[src/rtl/keypad_entry.sv]
// 4x4 keypad scanner with debounce and a two-digit BCD entry state machine.
// Define KEYPAD_BACKSPACE_EN to make key D delete the last entered digit.
module keypad_entry #(
    parameter int SCAN_DIV       = 25000,
    parameter int DEBOUNCE_SCANS = 20
) (
    input  logic       clk,
    input  logic       rst_n,
    input  logic [3:0] row_n,
    output logic [3:0] col_n,
    output logic [3:0] key_code,
    output logic       key_strobe,
    output logic [3:0] tens,
    output logic [3:0] ones,
    output logic [6:0] value,
    output logic       value_valid
);

    localparam int DIV_W = (SCAN_DIV > 1) ? $clog2(SCAN_DIV) : 1;
    localparam int CNT_W = $clog2(DEBOUNCE_SCANS + 1);
    localparam logic [DIV_W-1:0] DIV_LAST = DIV_W'(SCAN_DIV - 1);
    localparam logic [CNT_W-1:0] CNT_MAX  = CNT_W'(DEBOUNCE_SCANS);

    localparam logic [1:0] ST_EMPTY = 2'd0;
    localparam logic [1:0] ST_ONE   = 2'd1;
    localparam logic [1:0] ST_TWO   = 2'd2;
    localparam logic [1:0] ST_DONE  = 2'd3;

    localparam logic [3:0] BLANK    = 4'hF;
    localparam logic [3:0] KEY_STAR = 4'd14;
    localparam logic [3:0] KEY_HASH = 4'd15;
`ifdef KEYPAD_BACKSPACE_EN
    localparam logic [3:0] KEY_D    = 4'd13;
`endif

    logic [3:0]       row_meta;
    logic [3:0]       row_sync;
    logic [DIV_W-1:0] div;
    logic [1:0]       col;
    logic [15:0]      scan_map;
    logic [15:0]      prev_map;
    logic [15:0]      accepted_map;
    logic [CNT_W-1:0] stable_cnt;
    logic [CNT_W-1:0] cnt_next;
    logic [15:0]      full_map;
    logic [3:0]       press_idx;
    logic             col_last;
    logic             map_done;
    logic             accept;
    logic             one_hot;
    logic             press;
    logic [1:0]       state;
    logic [6:0]       tens_bin;
    logic [6:0]       commit_value;

    // Map index is col*4 + row; the table follows the physical keypad layout.
    function automatic logic [3:0] code_of(input logic [3:0] idx);
        logic [3:0] code;
        case (idx)
            4'd0:    code = 4'd1;
            4'd1:    code = 4'd4;
            4'd2:    code = 4'd7;
            4'd3:    code = 4'd14;
            4'd4:    code = 4'd2;
            4'd5:    code = 4'd5;
            4'd6:    code = 4'd8;
            4'd7:    code = 4'd0;
            4'd8:    code = 4'd3;
            4'd9:    code = 4'd6;
            4'd10:   code = 4'd9;
            4'd11:   code = 4'd15;
            4'd12:   code = 4'd10;
            4'd13:   code = 4'd11;
            4'd14:   code = 4'd12;
            default: code = 4'd13;
        endcase
        return code;
    endfunction

    always_ff @(posedge clk) begin
        if (!rst_n) begin
            row_meta <= 4'hF;
            row_sync <= 4'hF;
        end else begin
            row_meta <= row_n;
            row_sync <= row_meta;
        end
    end

    assign col_n    = ~(4'b0001 << col);
    assign col_last = (div == DIV_LAST);
    assign map_done = col_last && (col == 2'd3);
    assign full_map = {~row_sync, scan_map[11:0]};

    always_ff @(posedge clk) begin
        if (!rst_n) begin
            div      <= '0;
            col      <= 2'd0;
            scan_map <= '0;
        end else if (col_last) begin
            div                        <= '0;
            col                        <= col + 2'd1;
            scan_map[{col, 2'b00} +: 4] <= ~row_sync;
        end else begin
            div <= div + DIV_W'(1);
        end
    end

    always_comb begin
        cnt_next = CNT_W'(1);
        if (full_map == prev_map) begin
            cnt_next = (stable_cnt == CNT_MAX) ? stable_cnt : stable_cnt + CNT_W'(1);
        end
    end

    assign accept  = map_done && (cnt_next == CNT_MAX);
    assign one_hot = (full_map != 16'd0) && ((full_map & (full_map - 16'd1)) == 16'd0);
    // Only a clean transition from nothing held to a single key counts as a press.
    assign press   = accept && (accepted_map == 16'd0) && one_hot;

    always_comb begin
        press_idx = 4'd0;
        for (int i = 0; i < 16; i++) begin
            if (full_map[i]) press_idx = 4'(i);
        end
    end

    always_ff @(posedge clk) begin
        if (!rst_n) begin
            prev_map     <= '0;
            stable_cnt   <= '0;
            accepted_map <= '0;
            key_strobe   <= 1'b0;
            key_code     <= 4'd0;
        end else begin
            key_strobe <= press;
            if (press) key_code <= code_of(press_idx);
            if (map_done) begin
                prev_map   <= full_map;
                stable_cnt <= cnt_next;
                if (accept) accepted_map <= full_map;
            end
        end
    end

    assign tens_bin     = (tens == BLANK) ? 7'd0 : {3'b000, tens};
    assign commit_value = tens_bin * 7'd10 + {3'b000, ones};

    always_ff @(posedge clk) begin
        if (!rst_n) begin
            state       <= ST_EMPTY;
            tens        <= BLANK;
            ones        <= BLANK;
            value       <= 7'd0;
            value_valid <= 1'b0;
        end else begin
            value_valid <= 1'b0;
            if (key_strobe) begin
                if (key_code <= 4'd9) begin
                    if (state == ST_EMPTY || state == ST_DONE) begin
                        state <= ST_ONE;
                        tens  <= BLANK;
                    end else begin
                        state <= ST_TWO;
                        tens  <= ones;
                    end
                    ones <= key_code;
                end else if (key_code == KEY_STAR) begin
                    state <= ST_EMPTY;
                    tens  <= BLANK;
                    ones  <= BLANK;
                end else if (key_code == KEY_HASH) begin
                    if (state != ST_EMPTY) begin
                        state       <= ST_DONE;
                        value       <= commit_value;
                        value_valid <= 1'b1;
                    end
`ifdef KEYPAD_BACKSPACE_EN
                end else if (key_code == KEY_D) begin
                    // A committed single digit has a blank tens, so it drops straight to empty.
                    if (state == ST_TWO || (state == ST_DONE && tens != BLANK)) begin
                        state <= ST_ONE;
                        ones  <= tens;
                        tens  <= BLANK;
                    end else if (state == ST_ONE || state == ST_DONE) begin
                        state <= ST_EMPTY;
                        tens  <= BLANK;
                        ones  <= BLANK;
                    end
`endif
                end
            end
        end
    end

endmodule

[config.mk]
export PLATFORM = sky130hd
export DESIGN_NAME = keypad_entry
export DESIGN_NICKNAME = d
export VERILOG_FILES = /design/src/rtl/keypad_entry.sv
export SDC_FILE = /design/constraint.sdc
export NUM_CORES = 1
export LEC_CHECK = 0
export CAP_MARGIN = 20
export CORE_AREA = 2 2 97 99
export CTS_BUF_LIST = sky130_fd_sc_hd__clkbuf_2 sky130_fd_sc_hd__clkbuf_4 sky130_fd_sc_hd__clkbuf_8
export DETAILED_ROUTE_END_ITERATION = 10
export DIE_AREA = 0 0 99 101
export PLACE_DENSITY = 0.73
export SYNTH_ARGS = -nofsm -noshare
export SYNTH_HDL_FRONTEND = slang
export SYNTH_SLANG_ARGS = --single-unit
[constraint.sdc]
create_clock -name clk -period 3.15 [get_ports clk]
set_clock_uncertainty 0.05 [all_clocks]
set_input_delay 0.63 -clock clk [delete_from_list [all_inputs] [get_ports clk]]
set_output_delay 0.63 -clock clk [all_outputs]
set_load 0.05 [all_outputs]
==> key figures <==
Run status
  • Outcome: finished clean

Timing
  • Final hold vios: 0
  • Slew Viols, Final: 0
  • Setup repair after global routing missed its margin: false
  • Final Cycle Share: between 80% and 90%
  • Setup TNS: 0 ns
  • Slew of the pin with the lowest slew margin: 0.956 ns
  • Tmin final: 2.75 ns
  • Setup slack after layout: roughly 0.4 ns
  • Max Fclk: 364 MHz
  • Final setup vio count: 0
  • Fin Hold WS: around 0.36 ns
  • Slew margin rel.: 36.0%

Critical path
  • Worst reg2reg path depth: 6
  • CP startpoint kind: flip-flop
  • CP endpoint kind: output pin
  • CP dominant cell by count: inv_1
  • Critical path fanouts, max: 6
  • CP Data Arrival Time: roughly 2.1 ns
  • Cell family with most CP delay: buffers and inverters
  • CP Class: flip-flop to output pin
  • Reg-to-reg slack, setup: 0.63 ns
  • Crit path cell chain: inv_1 -> ha_1 -> inv_1 -> clkdlybuf4s50_1
  • CP Depth: 4
  • CP bufs+invs: 3
  • Critical path's slowest cell: clkdlybuf4s50_1
  • CP required: roughly 2.5 ns
  • Largest stage delay on the critical path: around 0.8 ns

Yosys
  • Distinct cell type count after synthesis: 61
  • Syn avg cell area: 8.28 um2
  • Most frequent cells after synthesis: dfxtp_1, nand2_1, nor2_1
  • Synth warn: 0
  • Post-synth ARST share: 0%
  • Largest cells by area after synthesis: dfxtp_1, nand2_1, nor2_1
  • Synthesized area: about 4800 um2
  • Area leader, netlist: dfxtp_1
  • Seq cells post-synth: just under 100
  • Sequential cell area fraction in the yosys report: 40.5%
  • Syn_nets: 603
  • Most instantiated library cell after synthesis: dfxtp_1
  • Synth top area share: 40.5%
  • Post-synth EDFFs: 0
  • Cell count after synthesis: 580
  • Main synth FF type: dfxtp_1

GRT
  • Met1 Track Usage GR: a little under a third
  • GR Layer Usage met3: approximately 3.4%
  • Most Crowded Layer GR: met2
  • Met2 GRT Util: 36.8%
  • Largest net degree at the start of global routing: 34
  • Initial antenna violation count: 0
  • Vias in the first global route: around 3800
  • First-pass GRT wire length: between 15000 and 20000 um
  • Total global routing overflow: 0
  • Total GRT Usage: between 20% and 30%

Power and ir drop
  • Leakage: roughly 2 nW
  • Sw Share: 21.7%
  • Clk pwr share: 36.7%
  • Comb pwr share: 4.1%
  • NetSw: 455 uW
  • Pwr Total: 2.10 mW
  • Pwr dens: 390 nW/um2
  • Flop pwr share: 59.2%
  • Pint: 1.64 mW
  • Worst VDD drop: 291 uV

Floorplanning
  • Die area: 10000 um2
  • FP Rows: 35
  • Io pins: 31
  • Area of the core: between 8000 and 9000 um2
  • Die H: 101 um
  • Die width: 99 um
  • Starting density of the core: between 50% and 60%

Placed design
  • Cell Count Post-Placement: between 600 and 700
  • GPL Wtd Cong: 0.877
  • Dpl cell area: roughly 5200 um2
  • HPWL after detailed placement: 7710 um
  • Setup WS pre-CTS: 0.661 ns
  • Port buffer count: 30

Clock tree
  • CTS Buf Count: 9
  • Worst skew pair latency: 0.35 ns
  • Clock Tree Root: clkbuf_8
  • Hold_buf cts: 0
  • CTS tree: built
  • Sink Count: 97
  • Post-CTS sizing: 0
  • Htree depth: 3
  • Clk slew on worst S/H paths: 0.09 ns
  • Clk buf depth: 2
  • Number of post-CTS setup repair buffers: 0

Detailed routing
  • Pre-Repair DR Iteration Count: 5
  • ANT nets after route: 0
  • Via density: 5.70
  • Final WL: 10900 um
  • First DRT Iteration DRCs: 214
  • Residual DRC: 0
  • Routed len/inst: between 15 and 20 um
  • Via count: 4052

Final layout
  • Final instance area: 5380 um2
  • Non-filler cells, final: 711
  • Share of layout cells above drive strength 1: 6.67%
  • Core Util, Final: 59.9%
  • Layout Nets: about 620
  • Diodes inserted: 0
  • Area Growth Syn to Fin: 12.0%

Worst hold path
  • Hold Crit Depth: 1
  • Worst hold path class: flip-flop to flip-flop

Run
  • Number of max-cap violations: 0
## layer usage
metal | wire, um | share of wire [%] | up-vias
met5 | 0 | 0 | -
met4 | 238 | 2.2 | 0
met3 | 445 | 4.1 | 20
met2 | 5150 | 47 | 107
met1 | 5110 | 47 | 1877
li1 | - | - | 2048
## power groups by stage
| stage | sequential [mW] | combinational (mW) | clock [mW] |
|---|---|---|---|
| floorplan | 1.27 | 0.0572 | 0 |
| global placement | 1.27 | 0.0849 | 0 |
| CTS | 1.24 | 0.0869 | 0.793 |
| finish | 1.24 | 0.0865 | 0.770 |
| global route | 1.24 | 0.0964 | 0.838 |
| detailed placement | 1.27 | 0.0865 | 0 |
## cells by family after synthesis
group           count (synthesis)  share of synthesized area [%]
simple gates                  254                           26.6
compound gates                106                           14.3
flops                          97                           40.5
buf+inv                        59                           5.00
xor+xnor                       37                           6.75
fa+ha+maj                      17                           4.74
mux                            10                           2.09
## final timing paths
check / end / start
worst max-delay path: col_n[0] / col[0]$_SDFFE_PN0P_
worst min-delay path: row_sync[1]$_SDFF_PN1_ / row_meta[1]$_SDFF_PN1_
worst max register to register: key_code[3]$_SDFFE_PN0P_ / scan_map[10]$_SDFFE_PN0P_
worst min register to register: row_sync[1]$_SDFF_PN1_ / row_meta[1]$_SDFF_PN1_
## state kept, by name, summed over array words and instances (netlist names)
register,count
tens,4
stable_cnt,5
key_strobe,1
key_code,4
accepted_map,16
state,2
scan_map,12
value_valid,1
prev_map,16
value,7
col,2
row_meta,4
ones,4
row_sync,4
div,15
## placed cells by master, fill, tap and decap left out, types with 4 or more instances in the layout
| master | netlist | final |
|---|---|---|
| inv_1 | 22 | 22 |
| clkbuf_8 | 0 | 10 |
| buf_4 | 3 | 12 |
| nand4_1 | 14 | 14 |
| ha_1 | 15 | 15 |
| nor4_1 | 7 | 7 |
| nor3_1 | 25 | 25 |
| mux2i_1 | 10 | 10 |
| a31oi_1 | 5 | 5 |
| nand2b_1 | 11 | 11 |
| a211oi_2 | 4 | 4 |
| nand3_1 | 18 | 18 |
| clkdlybuf4s50_1 | 0 | 30 |
| xor2_1 | 15 | 15 |
| and3_1 | 5 | 5 |
| o21ai_0 | 15 | 15 |
| xnor2_1 | 22 | 22 |
| a21oi_1 | 46 | 46 |
| a211oi_1 | 9 | 9 |
| nor2_1 | 68 | 68 |
| dfxtp_1 | 97 | 97 |
| nand2_1 | 77 | 77 |
## final cells by class
cell class | instances | area [um2]
clock buffer | 10 | 138
clock inverter | 3 | 43.8
fill | 818 | 3600
inverter | 23 | 86.3
multi-input combinational | 424 | 2620
sequential | 97 | 1940
tap | 111 | 139
timing repair buffer | 43 | 410
(Power assumes the default switching activity.)
